$ cat config.mk
export PLATFORM = sky130hd
export DESIGN_NAME = mult_cmd_dispatcher
export DESIGN_NICKNAME = d
export VERILOG_FILES = /design/src/rtl/mult_cmd_dispatcher.sv
export SDC_FILE = /design/constraint.sdc
export NUM_CORES = 1
export LEC_CHECK = 0
export BUFFER_PORTS_ARGS = -buffer_cell sky130_fd_sc_hd__buf_4
export CAP_MARGIN = 20
export CORE_ASPECT_RATIO = 1.5
export CORE_MARGIN = 5
export CORE_UTILIZATION = 52
export DETAILED_ROUTE_END_ITERATION = 7
export GPL_TIMING_DRIVEN = 0
export PLACE_DENSITY = 0.8
export REMOVE_ABC_BUFFERS = 1
export SETUP_SLACK_MARGIN = 0.02
export SLEW_MARGIN = 30
export SYNTH_ARGS = -nofsm -noshare
export SYNTH_HDL_FRONTEND = slang
export SYNTH_SLANG_ARGS = --single-unit
$ cat constraint.sdc
create_clock -name clk_i -period 2.2 [get_ports clk_i]
set_clock_uncertainty 0.2 [all_clocks]
set_input_delay 0.33 -clock clk_i [delete_from_list [all_inputs] [get_ports clk_i]]
set_output_delay 0.33 -clock clk_i [all_outputs]
set_load 0.005 [all_outputs]
$ cat src/rtl/mult_cmd_dispatcher.sv
// Command dispatcher between the command FIFO and the field multiplier.
// Pops one command at a time, decodes it, starts the multiplier for MUL/SQR
// and waits for completion, while keeping a completed-command count and
// sticky illegal-opcode / timeout flags.
//
//  state   | meaning
//  --------+----------------------------------------------------------
//  S_IDLE  | waiting for enable and a non-empty FIFO
//  S_FETCH | read strobe to FIFO, data appears on the following edge
//  S_LATCH | decode the FIFO word: NOP, illegal or multiplier command
//  S_ISSUE | one-cycle start pulse to the multiplier, timer cleared
//  S_WAIT  | waiting for mult_done or for the timeout to expire
module mult_cmd_dispatcher #(
    parameter int DATA    = 4,
    parameter int CNT_W   = 8,
    parameter int TO_W    = 8,
    parameter int TIMEOUT = 200
) (
    input  logic             clk_i,
    input  logic             rst_i,
    input  logic             enable_i,
    input  logic             fifo_empty_i,
    output logic             fifo_rd_en_o,
    input  logic [DATA-1:0]  fifo_data_i,
    output logic             mult_start_o,
    output logic [1:0]       mult_op_o,
    output logic [1:0]       mult_dst_o,
    input  logic             mult_done_i,
    input  logic             err_clr_i,
    output logic             busy_o,
    output logic [CNT_W-1:0] cmd_count_o,
    output logic             err_illegal_o,
    output logic             err_timeout_o
);

    typedef enum logic [2:0] {
        S_IDLE  = 3'd0,
        S_FETCH = 3'd1,
        S_LATCH = 3'd2,
        S_ISSUE = 3'd3,
        S_WAIT  = 3'd4
    } state_t;

    localparam logic [1:0]      OP_NOP  = 2'b00;
    localparam logic [1:0]      OP_ILL  = 2'b11;
    localparam logic [TO_W-1:0] TO_LAST = TO_W'(TIMEOUT - 1);

    state_t             state_q, state_d;
    logic [CNT_W-1:0]   cnt_q, cnt_d;
    logic [TO_W-1:0]    tmr_q, tmr_d;
    logic [1:0]         op_q, op_d;
    logic [1:0]         dst_q, dst_d;
    logic               ill_q, ill_d;
    logic               to_q, to_d;
    logic               ill_set, to_set;

    logic [1:0] opcode;
    logic [1:0] dst_idx;
    assign opcode  = fifo_data_i[3:2];
    assign dst_idx = fifo_data_i[1:0];

    // State and datapath registers; reset drops any in-flight command
    always_ff @(posedge clk_i) begin
        if (rst_i) begin
            state_q <= S_IDLE;
            cnt_q   <= '0;
            tmr_q   <= '0;
            op_q    <= 2'b00;
            dst_q   <= 2'b00;
            ill_q   <= 1'b0;
            to_q    <= 1'b0;
        end else begin
            state_q <= state_d;
            cnt_q   <= cnt_d;
            tmr_q   <= tmr_d;
            op_q    <= op_d;
            dst_q   <= dst_d;
            ill_q   <= ill_d;
            to_q    <= to_d;
        end
    end

    // Next-state logic; mult_done takes priority over an expiring timer
    always_comb begin
        state_d = state_q;
        case (state_q)
            S_IDLE:  if (enable_i && !fifo_empty_i) state_d = S_FETCH;
            S_FETCH: state_d = S_LATCH;
            S_LATCH: begin
                if (opcode == OP_NOP || opcode == OP_ILL) state_d = S_IDLE;
                else                                      state_d = S_ISSUE;
            end
            S_ISSUE: state_d = S_WAIT;
            S_WAIT: begin
                if (mult_done_i || tmr_q == TO_LAST) state_d = S_IDLE;
            end
            default: state_d = S_IDLE;
        endcase
    end

    // Counter, timer, command hold registers and sticky error flags
    always_comb begin
        cnt_d   = cnt_q;
        tmr_d   = tmr_q;
        op_d    = op_q;
        dst_d   = dst_q;
        ill_set = 1'b0;
        to_set  = 1'b0;
        case (state_q)
            S_LATCH: begin
                if (opcode == OP_NOP) begin
                    cnt_d = cnt_q + CNT_W'(1);
                end else if (opcode == OP_ILL) begin
                    ill_set = 1'b1;
                end else begin
                    op_d  = opcode;
                    dst_d = dst_idx;
                end
            end
            S_ISSUE: tmr_d = '0;
            S_WAIT: begin
                if (mult_done_i)            cnt_d  = cnt_q + CNT_W'(1);
                else if (tmr_q == TO_LAST)  to_set = 1'b1;
                else                        tmr_d  = tmr_q + TO_W'(1);
            end
            default: ;
        endcase
        // a flag being set in the same cycle as err_clr stays set
        ill_d = ill_set | (ill_q & ~err_clr_i);
        to_d  = to_set  | (to_q  & ~err_clr_i);
    end

    // Moore outputs decoded from state or driven from registers
    always_comb begin
        fifo_rd_en_o  = (state_q == S_FETCH);
        mult_start_o  = (state_q == S_ISSUE);
        busy_o        = (state_q != S_IDLE);
        mult_op_o     = op_q;
        mult_dst_o    = dst_q;
        cmd_count_o   = cnt_q;
        err_illegal_o = ill_q;
        err_timeout_o = to_q;
    end

endmodule

==> Word level (Yosys, flattened, before mapping) <==
Index checks and enable logic that the tools add are counted.
{ "classes": {"mux": 16, "eq_ne": 12, "n_addsub": 2, "n_bitwise": 7, "n_reduce_logical": 13} }
{ "ops": {"columns": ["cell", "n"], "rows": [
  ["two-way mux 8 bit", 4],
  ["one-hot mux 8 bit (2 select lines)", 2],
  ["adder 8 x 1 -> 8 bit (second input constant)", 2],
  ["one-hot mux 3 bit (5 select lines)", 1],
  ["!= test 2 bit (second input constant)", 6],
  ["AND reduction 3 bit", 3],
  ["equality test 8 bit (second input constant)", 1],
  ["equality test 3 x 2 -> 1 bit (second input constant)", 2],
  ["two-way mux 1 bit", 6],
  ["two-way mux 3 bit", 2],
  ["nonzero test 2 bit", 2],
  ["equality test 3 x 1 -> 1 bit (second input constant)", 1],
  ["equality test 3 bit (second input constant)", 1],
  ["zero test 3 bit", 1],
  ["NOT 1 bit", 3],
  ["nonzero test 3 bit", 1],
  ["AND 1 bit", 2],
  ["equality test 2 bit (second input constant)", 1],
  ["zero test 2 bit", 1],
  ["logical OR 1 bit", 2],
  ["two-way mux 2 bit", 1],
  ["OR 1 bit", 2],
  ["AND reduction 2 bit", 1],
  ["logical AND 1 bit", 1],
  ["zero test 1 bit", 1]
]} }
{ "word_totals": {"output_inout_bits": 17, "elab_cells": 57, "register_bits": 25, "input_bits": 10} }

==> Depth between registers and ports, before layout <==
Gate-level depths: netlist (run 1).
{ "depth": {"depth_word": 5, "depth_mapped": 6, "mapped_depth_nobuf": 6} }

==> Worst setup path after synthesis (run 1) <==
Ideal clock, no wire load.
{ "synth_path": {"path_kind": "reg-to-reg", "startpoint": "register state_q[2]", "endpoint": "register tmr_q[5]", "required_ns": 1.926, "arrival_time_ns": 1.448, "slack_ns": 0.478, "n_path_buf": 0, "period_less_slack_ns": 1.722, "stages_incl_launch_ff": 4, "setup_time_ns": 0.074, "path_cell_list": "dfxtp_1 or3b_1 or4_1 a31oi_1"} }
{ "synth_via": {"elab_chain_len": 3, "word_cells_on_any_way": 7, "classes_between": "eq/ne (4); mux (1); reduce/logical (2)"} }
{ "synth_rtl": {"columns": ["item", "line_no", "text"], "rows": [
  ["start, declared", "48", "state_t state_q, state_d;"],
  ["start signal, assigned", "73", "state_q <= state_d;"],
  ["equality test 3 bit / equality test 3 x 2 -> 1 bit (equally long branches)", "109", "case (state_q)"],
  ["!= test 2 bit (no source line) / nonzero test 2 bit (equally long branches)", null, null],
  ["AND reduction 3 bit (no source line)", null, null],
  ["end signal, assigned", "75", "tmr_q <= tmr_d;"],
  ["end, declared", "50", "logic [TO_W-1:0] tmr_q, tmr_d;"]
]} }
Several ways; a longest one is shown, not always the timed one.
A chain may end at the register's enable or synchronous reset.

==> Final worst setup path (run 1) <==
{ "layout_path": {"startpoint": "register state_q[2]", "endpoint": "register tmr_q[6]"} }
Same word-level chain as after synthesis.

==> out/qor.txt, run 1 <==
Avg WL per Cell - 13.7 microns
#FFs+latches synth - 25
Reg2Reg Capture Point - tmr_q[6]$_SDFFE_PP0P_
fillers - 195
Worst Path Arrival - 2.00 ns
Row Count - 21
global-route wire length before repair - 4570 microns
Max clock buf depth - 2
Required @ worst endpoint - 2.25 ns
# IOs - 27
Hold Buf Count CTS - 0
vias in the first global route - 1069
GRT Overall Usage - 0.158
grt met1 use - 0.183
Worst-Margin Slew - 0.475 ns
initial antenna violation count - 0
status - finished, final reports clean
ys flop type - dfxtp_1
unrepaired setup endpoints after global routing - false
antenna-violating nets left - 0
Largest delay share family, worst path - simple AND/OR/NAND/NOR gates
fin. max-slew vios - 0
Unique masters post-synth - 34
Worst Path Buf+Inv - 0
CORE AREA - 0.00223 sq mm
hold_sp - fifo_data_i[0]
Pre-antenna DRT Iters - 4
largest net degree at the start of global routing - 28
Cell Pwr Density - 491 mW/mm^2
CTS tree - yes
met2 GRT Util - 0.271
Register Area - 502 sq um
commonest cells in the netlist - dfxtp_1 (25), nor2_1 (14), a21oi_1 (13), nand3_1 (13), nand2_1 (9)
asr flop ratio synth - 0
peak supply drop - 0.459 mV
final WL - 2630 microns
layout cell share with drive strength beyond 1 - 0.219
Reg-to-Reg Start - state_q[2]$_SDFFE_PP0P_
Buffers on Ports - 26
max_slew headroom - 0.675
Die X - 49.6 microns
global routing met3 resource utilization - 0.0301
number of max-cap violations - 0
Static Leak - 0.563 nW
Yosys warning total - 0
Hold Path Depth - 3
clock-pin slew on the worst setup and hold paths - 0.14 ns
area of the multi-input gates - 668 sq um
GRT overflow - 0
gp weighted congestion - 0.870
via/cell ratio - 5.80
H-tree depth - 1
R2R depth - 4
clock latency on the worst-skew pair - 0.32 ns
Starting Density - 0.547
top-count cell post-synth - dfxtp_1
Crit Path Category - flop to flop
worst hold-check path type - primary input to flop
Top Usage Layer GRT - met2
Area Growth Syn to Fin - 20.2%
cts bufs inserted - 3
register area share after synthesis - 0.409
Cell Chain, Critical Path - nor4b_4 -> o21ai_2 -> or3_1 -> a31oi_1
placed cell count - 186
dpl hpwl - 1980 microns
die span in y - 69.4 microns
Crit-path slowest cell - dfxtp_1
top cell type by total area after synthesis - dfxtp_1
mapped cell area - 0.00122 sq mm
fin crit period - 1.96 ns
Max stage delay on crit path - 0.52 ns
n_diodes - 0
Setup TNS - 0 ns
nature of the critical path startpoint - flop
worst hold endpoint - mult_dst_o[0]$_SDFFE_PP0P_
Yosys top cell area share - 0.409
vias post-DR - 1114
synth top area cells - dfxtp_1 (41%), a21oi_1 (5.3%), nand3_1 (5.3%)
CTS Sinks - 25
DRC - 0
full die area - 0.00344 sq mm
number of synthesized flops with an enable pin - 0
final setup fails - 0
Final Cycle Share - 0.889
Mean Syn Cell Area - 8.61 sq um
Syn Inst Count - 142
Max Fclk - 511 MHz
CP endpoint kind - flop
Max FO, Critical Path - 10
Layout Cells excl Fill - 192
root cell of the clock tree - clkbuf_4
detailed router's first-iteration violation count - 27
Final Net Count - 184
Reg2Reg Setup Slack - 0.24 ns
Hold Vio Cnt, Final - 0
cells by family (layout without fill, tap and decap cells):
group	after synthesis	in the layout	share of synthesized area
AOI/OAI and AO/OA	32	32	0.167
xor gates and xnor gates	6	6	0.0430
adders and majority gates	4	4	0.0409
buffers and inverters	13	40	0.0461
DFF	25	25	0.409
muxes	1	1	0.00819
and+or+nand+nor	61	61	0.286
state kept, by name, summed over array words and instances, names as in the netlist:
| signal | count |
|---|---|
| cmd_count_o | 8 |
| err_illegal_o | 1 |
| err_timeout_o | 1 |
| mult_dst_o | 2 |
| mult_op_o | 2 |
| state_q | 3 |
| tmr_q | 8 |
cells in the final DEF (no fill, tap or decap):
| master | count |
|---|---|
| buf_4 | 28 |
| or3_1 | 4 |
| a31oi_1 | 4 |
| nand2b_1 | 1 |
| a211oi_1 | 3 |
| dfxtp_1 | 24 |
| and3_1 | 3 |
| clkbuf_4 | 3 |
| nand4b_1 | 1 |
| or4_1 | 1 |
| nor2_1 | 14 |
| ha_1 | 4 |
| a2111oi_1 | 2 |
| o31ai_1 | 1 |
| nand3_1 | 13 |
| o211ai_1 | 2 |
| a32oi_1 | 1 |
| nand3b_1 | 2 |
| xnor2_1 | 6 |
| mux2i_1 | 1 |
| inv_1 | 8 |
| o21ai_2 | 1 |
| clkinvlp_4 | 1 |
| nand3b_4 | 1 |
| dfxtp_2 | 1 |
| or3b_2 | 1 |
| a2111oi_0 | 1 |
| a22oi_1 | 1 |
| nor3_1 | 3 |
| nor4b_4 | 1 |
| nand2_1 | 9 |
| nor3b_1 | 2 |
| or3b_1 | 1 |
| o21ai_0 | 2 |
| nand4_1 | 4 |
| a21oi_1 | 13 |
| o21a_1 | 1 |
worst max path at each step:
stage	start	endpoint	slack, ns	cells past startpoint
2_1_floorplan	state_q[0]$_SDFFE_PP0P_	tmr_q[6]$_SDFFE_PP0P_	0.47	4
3_3_place_gp	fifo_data_i[2]	cmd_count_o[7]$_SDFFE_PP0P_	0.18	6
3_5_place_dp	fifo_data_i[2]	cmd_count_o[7]$_SDFFE_PP0P_	0.18	6
4_1_cts	state_q[1]$_SDFFE_PP0P_	mult_start_o	0.09	3
5_1_grt	state_q[2]$_SDFFE_PP0P_	tmr_q[6]$_SDFFE_PP0P_	0.07	4
6_report	state_q[2]$_SDFFE_PP0P_	tmr_q[6]$_SDFFE_PP0P_	0.24	4
per-layer routing:
metal	wire (microns)	vias up
li1	-	569
met4	34	0
met5	0	-
met1	1040	522
met2	1440	19
met3	114	4
report_power, final:
| part | internal, W | total, W | switching [W] |
|---|---|---|---|
| combinational | 0.0000263 | 0.0000508 | 0.0000245 |
| sequential | 0.000457 | 0.000466 | 0.00000873 |
| clock | 0.0000694 | 0.000204 | 0.000135 |
| total | 0.000553 | 0.000721 | 0.000168 |
layout make-up:
cell class / count / area share
tap: 23 / 0.0196
timing repair buffer: 28 / 0.143
clock buffer: 3 / 0.0153
clock inverter: 1 / 0.00511
sequential: 25 / 0.342
multi-input combinational: 104 / 0.455
inverter: 8 / 0.0204
worst register-to-register path: stages, from the launching register on:
cell and delay (ns):
dfxtp_1 0.52, nor4b_4 0.41, o21ai_2 0.22, or3_1 0.38, a31oi_1 0.15
metrics by stage:
stage	area, sq um	hold WS (ns)	worst slack [ns]	total power [W]	utilization
6_report	1470	0.0407	0.245	0.000721	0.658
5_1_grt	1470	0.0282	0.0689	0.000757	0.658
4_1_cts	1450	0.0257	0.0888	0.000735	0.650
3_5_place_dp	1420	0.257	0.177	0.000526	0.636
3_3_place_gp	1420	0.245	0.178	0.000525	0.636
2_1_floorplan	1200	0.199	0.470	0.000492	-
timing repair:
item,CTS,global route
pin swaps,1,1
buffers inserted,0,2
setup endpoints to repair,1,3
gates resized for setup,1,2
cloned,0,0
Note: power is estimated with default switching activity, not from simulation.
==> run 2: changes to the inputs <==
==> constraint.sdc (replaced) <==
create_clock -name clk_i -period 1.9 [get_ports clk_i]
set_clock_uncertainty 0.2 [all_clocks]
set_input_delay 0.285 -clock clk_i [delete_from_list [all_inputs] [get_ports clk_i]]
set_output_delay 0.285 -clock clk_i [all_outputs]
set_load 0.005 [all_outputs]
==> run 2 against run 1 <==
Compared with the run above: power up 16%; sequential share of layout area is 0.63 points lower; highest routed layer unchanged; critical endpoint is now tmr_q[5]$_SDFFE_PP0P_; sequential power up 15%; clock-buffer cell count did not move; utilization is 2.6 points higher; global-route usage up 0.82 points.
==> out/qor.txt, run 2 (synthesis results as in run 1) <==
Max stage delay on crit path - 0.48 ns (was 0.52 ns)
Cell Chain, Critical Path - or3b_1 -> or4_1 -> a31oi_1 (was nor4b_4 -> o21ai_2 -> or3_1 -> a31oi_1)
area of the multi-input gates - 676 sq um (was 668 sq um)
Final Net Count - 188 (was 184)
number of max-cap violations - 0 (unchanged)
CP endpoint kind - flop (unchanged)
CTS Sinks - 25 (unchanged)
dpl hpwl - 1980 microns (unchanged)
vias post-DR - 1116 (was 1114)
Largest delay share family, worst path - simple AND/OR/NAND/NOR gates (unchanged)
Die X - 49.6 microns (unchanged)
Final Cycle Share - 0.935 (was 0.889)
fillers - 186 (was 195)
Worst Path Buf+Inv - 0 (unchanged)
gp weighted congestion - 0.870 (unchanged)
Row Count - 21 (unchanged)
Hold Vio Cnt, Final - 0 (unchanged)
Cell Pwr Density - 549 mW/mm^2 (was 491 mW/mm^2)
Crit Path Category - flop to flop (unchanged)
global-route wire length before repair - 4750 microns (was 4570 microns)
Setup TNS - 0 ns (unchanged)
final setup fails - 0 (unchanged)
Placement Cell Area - 0.00142 sq mm (unchanged)
root cell of the clock tree - clkbuf_4 (unchanged)
peak supply drop - 0.534 mV (was 0.459 mV)
Static Leak - 0.584 nW (was 0.563 nW)
Max clock buf depth - 2 (unchanged)
Avg WL per Cell - 14.0 microns (was 13.7 microns)
Area Growth Syn to Fin - 24.9% (was 20.2%)
GRT Overall Usage - 0.167 (was 0.158)
detailed router's first-iteration violation count - 39 (was 27)
H-tree depth - 1 (unchanged)
GRT overflow - 0 (unchanged)
via/cell ratio - 5.69 (was 5.80)
most common cell after layout, fill and taps aside - buf_4 (unchanged)
clock-pin slew on the worst setup and hold paths - 0.14 ns (about the same)
Register Area - 512 sq um (was 502 sq um)
clock latency on the worst-skew pair - 0.32 ns (about the same)
placed cell count - 186 (unchanged)
cts bufs inserted - 3 (unchanged)
Pre-antenna DRT Iters - 4 (unchanged)
die span in y - 69.4 microns (unchanged)
Worst-Margin Slew - 0.475 ns (about the same)
vias in the first global route - 1101 (was 1069)
CTS tree - yes (unchanged)
final WL - 2750 microns (was 2630 microns)
commonest non-fill, non-tap cells in the layout - buf_4 (28), dfxtp_1 (22), nor2_1 (14), nand3_1 (13), a21oi_1 (13) (was buf_4 (28), dfxtp_1 (24), nor2_1 (14), nand3_1 (13), a21oi_1 (13))
Layout Cells excl Fill - 196 (was 192)
Required @ worst endpoint - 1.95 ns (was 2.25 ns)
initial antenna violation count - 0 (unchanged)
fin. max-slew vios - 0 (unchanged)
CORE AREA - 0.00223 sq mm (unchanged)
antenna-violating nets left - 0 (unchanged)
Design Area, Final - 0.00153 sq mm (was 0.00147 sq mm)
Worst Path Arrival - 1.82 ns (was 2.00 ns)
Starting Density - 0.547 (unchanged)
unrepaired setup endpoints after global routing - true (was false)
nature of the critical path startpoint - flop (unchanged)
# IOs - 27 (unchanged)
Buffers on Ports - 26 (unchanged)
DRC - 0 (unchanged)
Max Fclk - 563 MHz (was 511 MHz)
Crit-path slowest cell - or4_1 (was dfxtp_1)
max_slew headroom - 0.675 (about the same)
full die area - 0.00344 sq mm (unchanged)
fin crit period - 1.78 ns (was 1.96 ns)
Max FO, Critical Path - 14 (was 10)
largest net degree at the start of global routing - 28 (unchanged)
status - finished, final reports clean (unchanged)
worst hold-check path type - primary input to flop (unchanged)
layout cell share with drive strength beyond 1 - 0.225 (was 0.219)
n_diodes - 0 (unchanged)
run 2: worst paths after layout:
| check | start | to | slack, ns | cells after the start |
|---|---|---|---|---|
| min | fifo_data_i[2] | mult_op_o[0]$_SDFFE_PP0P_ | 0.04 | 3 |
| max | state_q[0]$_SDFFE_PP0P_ | tmr_q[5]$_SDFFE_PP0P_ | 0.12 | 3 |
| max reg2reg | state_q[0]$_SDFFE_PP0P_ | tmr_q[5]$_SDFFE_PP0P_ | 0.12 | 3 |
| min reg2reg | mult_dst_o[0]$_SDFFE_PP0P_ | mult_dst_o[0]$_SDFFE_PP0P_ | 0.27 | 2 |
run 2: timing repair:
item | 4_1_cts | 5_1_grt
setup buffers | 2 | 0
pin swaps | 1 | 1
endpoints found under the hold margin | 4 | 0
setup endpoints to repair | 6 | 8
resized for setup | 4 | 5
hold buffers | 4 | 0
run 2: layout make-up:
cell class / count / share of cell area
multi-input cells: 104 / 0.443
flip-flops and latches: 25 / 0.335
repair buffers: 32 / 0.164
inverters: 8 / 0.0197
well taps: 23 / 0.0189
clock buffers: 3 / 0.0148
clock inverters: 1 / 0.00492
run 2: worst min-delay path, cell delays in order:
cell	delay, ns
buf_4	0.12
nand2_1	0.06
a21oi_1	0.06
run 2: metal layers:
layer	track usage	wire, microns	vias to the layer above
li1	-	-	579
met1	0.192	1110	518
met2	0.288	1510	17
met3	0.0301	117	2
met4	0.0758	20	0
met5	0	0	-
run 2: through the flow:
stage                     setup WS (ns)  hold WS, ns   util  power, W
final                             0.124       0.0422  0.683  0.000839
after global routing           -0.00986       0.0353  0.683  0.000881
after CTS                        0.0234       0.0334  0.676  0.000858
after detailed placement        -0.0800        0.257  0.636  0.000609
after global placement          -0.0767        0.245  0.636  0.000608
after floorplan                   0.170        0.154      -  0.000570
run 2: report_power, final:
group / internal, W / switching [W]
Clock: 0.0000803 / 0.000156
Combinational: 0.0000358 / 0.0000302
Sequential: 0.000527 / 0.0000102
==> run 3: changes to the inputs <==
--- a/config.mk
+++ b/config.mk
@@ -5,14 +5,15 @@
 export SDC_FILE = /design/constraint.sdc
 export NUM_CORES = 1
 export LEC_CHECK = 0
+export ABC_AREA = 1
 export BUFFER_PORTS_ARGS = -buffer_cell sky130_fd_sc_hd__buf_4
 export CAP_MARGIN = 20
 export CORE_ASPECT_RATIO = 1.5
 export CORE_MARGIN = 5
-export CORE_UTILIZATION = 52
+export CORE_UTILIZATION = 54
 export DETAILED_ROUTE_END_ITERATION = 7
 export GPL_TIMING_DRIVEN = 0
-export PLACE_DENSITY = 0.8
+export PLACE_DENSITY = 0.81
 export REMOVE_ABC_BUFFERS = 1
 export SETUP_SLACK_MARGIN = 0.02
 export SLEW_MARGIN = 30
==> run 3 against run 2 <==
Compared with the run above: non-clock buffer count fell by 1; clock power barely moved; largest cell class unchanged; largest power group unchanged; first-iteration DRC count rose by 5.1%; fmax fell by 0.40%; register-to-register slack improved by 0.08 ns; via count rose by 17%; synthesized cell count rose by 34%; clock-buffer cell count did not move; sequential share of layout area fell by 2.7 points; synthesized area rose by 11%; sequential power rose by 3%.
==> out/qor.txt, run 3 <==
status - finished, final reports clean (unchanged)
nature of the critical path startpoint - flop (unchanged)
number of max-cap violations - 0 (unchanged)
cts bufs inserted - 3 (unchanged)
layout cell share with drive strength beyond 1 - 0.271 (was 0.225)
fin crit period - 1.78 ns (about the same)
peak supply drop - 0.463 mV (was 0.534 mV)
GRT Overall Usage - 0.169 (was 0.167)
synth top area cells - dfxtp_1 (37%), nand2_1 (13%), nand3_1 (7.0%) (was dfxtp_1 (41%), a21oi_1 (5.3%), nand3_1 (5.3%))
fillers - 216 (was 186)
#FFs+latches synth - 25 (unchanged)
via/cell ratio - 5.31 (was 5.69)
unrepaired setup endpoints after global routing - false (was true)
Max stage delay on crit path - 0.47 ns (was 0.48 ns)
Hold Path Depth - 3 (unchanged)
max_slew headroom - 0.805 (was 0.675)
CTS tree - yes (unchanged)
clock-pin slew on the worst setup and hold paths - 0.15 ns (was 0.14 ns)
n_diodes - 0 (unchanged)
R2R depth - 8 (was 3)
Max clock buf depth - 2 (unchanged)
dpl ws - 0.0936 ns (was -0.0800 ns)
die span in y - 71.4 microns (was 69.4 microns)
Reg2Reg Setup Slack - 0.20 ns (was 0.12 ns)
Avg WL per Cell - 12.1 microns (was 14.0 microns)
Pre-antenna DRT Iters - 7 (was 4)
Cell Chain, Critical Path - inv_1 -> nand3_2 -> inv_1 -> buf_4 (was or3b_1 -> or4_1 -> a31oi_1)
Reg2Reg Capture Point - tmr_q[6]$_SDFFE_PP0P_ (was tmr_q[5]$_SDFFE_PP0P_)
final setup fails - 0 (unchanged)
Final Net Count - 236 (was 188)
CTS Sinks - 25 (unchanged)
Setup TNS - 0 ns (unchanged)
Worst Path Arrival - 1.30 ns (was 1.82 ns)
asr flop ratio synth - 0 (unchanged)
Crit-path slowest cell - dfxtp_1 (was or4_1)
top-count cell post-synth - nand2_1 (was dfxtp_1)
Starting Density - 0.560 (was 0.547)
root cell of the clock tree - clkbuf_4 (unchanged)
Max Fclk - 561 MHz (was 563 MHz)
Buffers on Ports - 26 (unchanged)
final WL - 2970 microns (was 2750 microns)
largest net degree at the start of global routing - 18 (was 28)
dpl hpwl - 2250 microns (was 1980 microns)
DRC - 0 (unchanged)
fin. max-slew vios - 0 (unchanged)
Mean Syn Cell Area - 7.15 sq um (was 8.61 sq um)
worst hold-check path type - primary input to flop (unchanged)
gp weighted congestion - 0.903 (was 0.870)
Worst-Margin Slew - 0.291 ns (was 0.475 ns)
most common cell after layout, fill and taps aside - nand2_1 (was buf_4)
Static Leak - 0.730 nW (was 0.584 nW)
number of synthesized flops with an enable pin - 0 (unchanged)
antenna-violating nets left - 0 (unchanged)
ys flop type - dfxtp_1 (unchanged)
full die area - 0.00364 sq mm (was 0.00344 sq mm)
Reg-to-Reg Start - tmr_q[1]$_SDFFE_PP0P_ (was state_q[0]$_SDFFE_PP0P_)
Die X - 50.9 microns (was 49.6 microns)
Crit. Startpoint - state_q[2]$_SDFFE_PP0P_ (was state_q[0]$_SDFFE_PP0P_)
final setup margin - 0.117 ns (was 0.124 ns)
# IOs - 27 (unchanged)
Final Cycle Share - 0.938 (was 0.935)
worst hold endpoint - mult_dst_o[1]$_SDFFE_PP0P_ (was mult_op_o[0]$_SDFFE_PP0P_)
critical path depth - 4 (was 3)
hold_sp - fifo_data_i[1] (was fifo_data_i[2])
GRT overflow - 0 (unchanged)
commonest cells in the netlist - nand2_1 (46), dfxtp_1 (25), inv_1 (19), nand3_1 (19) (was dfxtp_1 (25), nor2_1 (14), a21oi_1 (13), nand3_1 (13), nand2_1 (9))
Row Count - 22 (was 21)
CP endpoint kind - output port (was flop)
CORE AREA - 0.00242 sq mm (was 0.00223 sq mm)
Required @ worst endpoint - 1.41 ns (was 1.95 ns)
Unique masters post-synth - 26 (was 34)
global-route wire length before repair - 4980 microns (was 4750 microns)
vias in the first global route - 1257 (was 1101)
clock latency on the worst-skew pair - 0.32 ns (about the same)
top cell type by total area after synthesis - dfxtp_1 (unchanged)
commonest non-fill, non-tap cells in the layout - nand2_1 (46), buf_4 (30), dfxtp_1 (24), inv_1 (19), nand3_1 (19) (was buf_4 (28), dfxtp_1 (22), nor2_1 (14), nand3_1 (13), a21oi_1 (13))
Yosys top cell area share - 0.369 (was 0.409)
detailed router's first-iteration violation count - 41 (was 39)
Max FO, Critical Path - 10 (was 14)
Yosys warning total - 0 (unchanged)
Hold Vio Cnt, Final - 0 (unchanged)
H-tree depth - 1 (unchanged)
Largest delay share family, worst path - flip-flops (was simple AND/OR/NAND/NOR gates)
Crit Path Category - flop to output port (was flop to flop)
Cell Pwr Density - 570 mW/mm^2 (was 549 mW/mm^2)
Critical Path Most Common Cell - inv_1
register area share after synthesis - 0.369 (was 0.409)
Worst Path Buf+Inv - 3 (was 0)
mapped cell area - 0.00136 sq mm (was 0.00122 sq mm)
Syn Inst Count - 190 (was 142)
vias post-DR - 1301 (was 1116)
initial antenna violation count - 0 (unchanged)
Area Growth Syn to Fin - 20.0% (was 24.9%)
run 3: cell types whose count changed after synthesis, sizes merged, moves of 5 or more:
| cell | previous run | this run |
|---|---|---|
| inv | 8 | 21 |
| xnor2 | 6 | 1 |
| nor2 | 14 | 19 |
| nand3 | 13 | 22 |
| a21oi | 13 | 20 |
| nand2 | 9 | 55 |
run 3: per-layer routing:
metal	track usage	wire length, microns
met3	0.0229	74
met2	0.327	1660
met1	0.173	1210
met5	0	0
met4	0.0682	27
run 3: cells by family after synthesis:
kind of cell	after synthesis	share of synthesized area
xor+xnor	3	0.0194
fa+ha+maj	4	0.0369
compound gates	26	0.112
buf+inv	27	0.0894
flops	25	0.369
simple gates	105	0.374
run 3: worst max path at each step:
stage,endpoint,slack (ns)
2_1_floorplan,tmr_q[5]$_SDFFE_PP0P_,0.31
3_3_place_gp,tmr_q[5]$_SDFFE_PP0P_,0.15
3_5_place_dp,tmr_q[5]$_SDFFE_PP0P_,0.09
4_1_cts,tmr_q[5]$_SDFFE_PP0P_,0.09
5_1_grt,tmr_q[5]$_SDFFE_PP0P_,0.03
6_report,mult_start_o,0.12
run 3: stage by stage:
step	cells	cell area, sq um	hold WS (ns)	util	power (W)
floorplan	186	1330	0.147	-	0.000633
global placement	236	1550	0.251	0.641	0.000692
detailed placement	236	1550	0.253	0.641	0.000698
CTS	241	1590	0.0196	0.658	0.000940
global route	245	1630	0.0243	0.673	0.000976
finish	245	1630	0.0276	0.673	0.000928
run 3: worst min-delay path: stages:
cell	delay [ns]
buf_4	0.11
nand3_1	0.07
a21oi_1	0.06
run 3: where the power goes:
group          switching (W)  leakage, nW  internal, W
Sequential         0.0000161        0.202     0.000537
Combinational      0.0000766        0.514    0.0000597
Clock               0.000158       0.0139    0.0000803
Total               0.000251        0.730     0.000677
run 3: what timing repair did:
item / in CTS / in global routing
setup buffers: 0 / 4
hold buffers: 1 / 0
endpoints found under the setup margin: 0 / 7
endpoints found under the hold margin: 1 / 0
resized for setup: 0 / 2
run 3: area by class of cell:
class / instances / area, sq um / area share
clock buffer: 3 / 22.5 / 0.0138
tap: 24 / 30.0 / 0.0184
sequential: 25 / 502 / 0.308
inverter: 23 / 91.3 / 0.0561
multi-input combinational: 138 / 741 / 0.455
clock inverter: 1 / 7.51 / 0.00461
timing repair buffer: 31 / 235 / 0.144
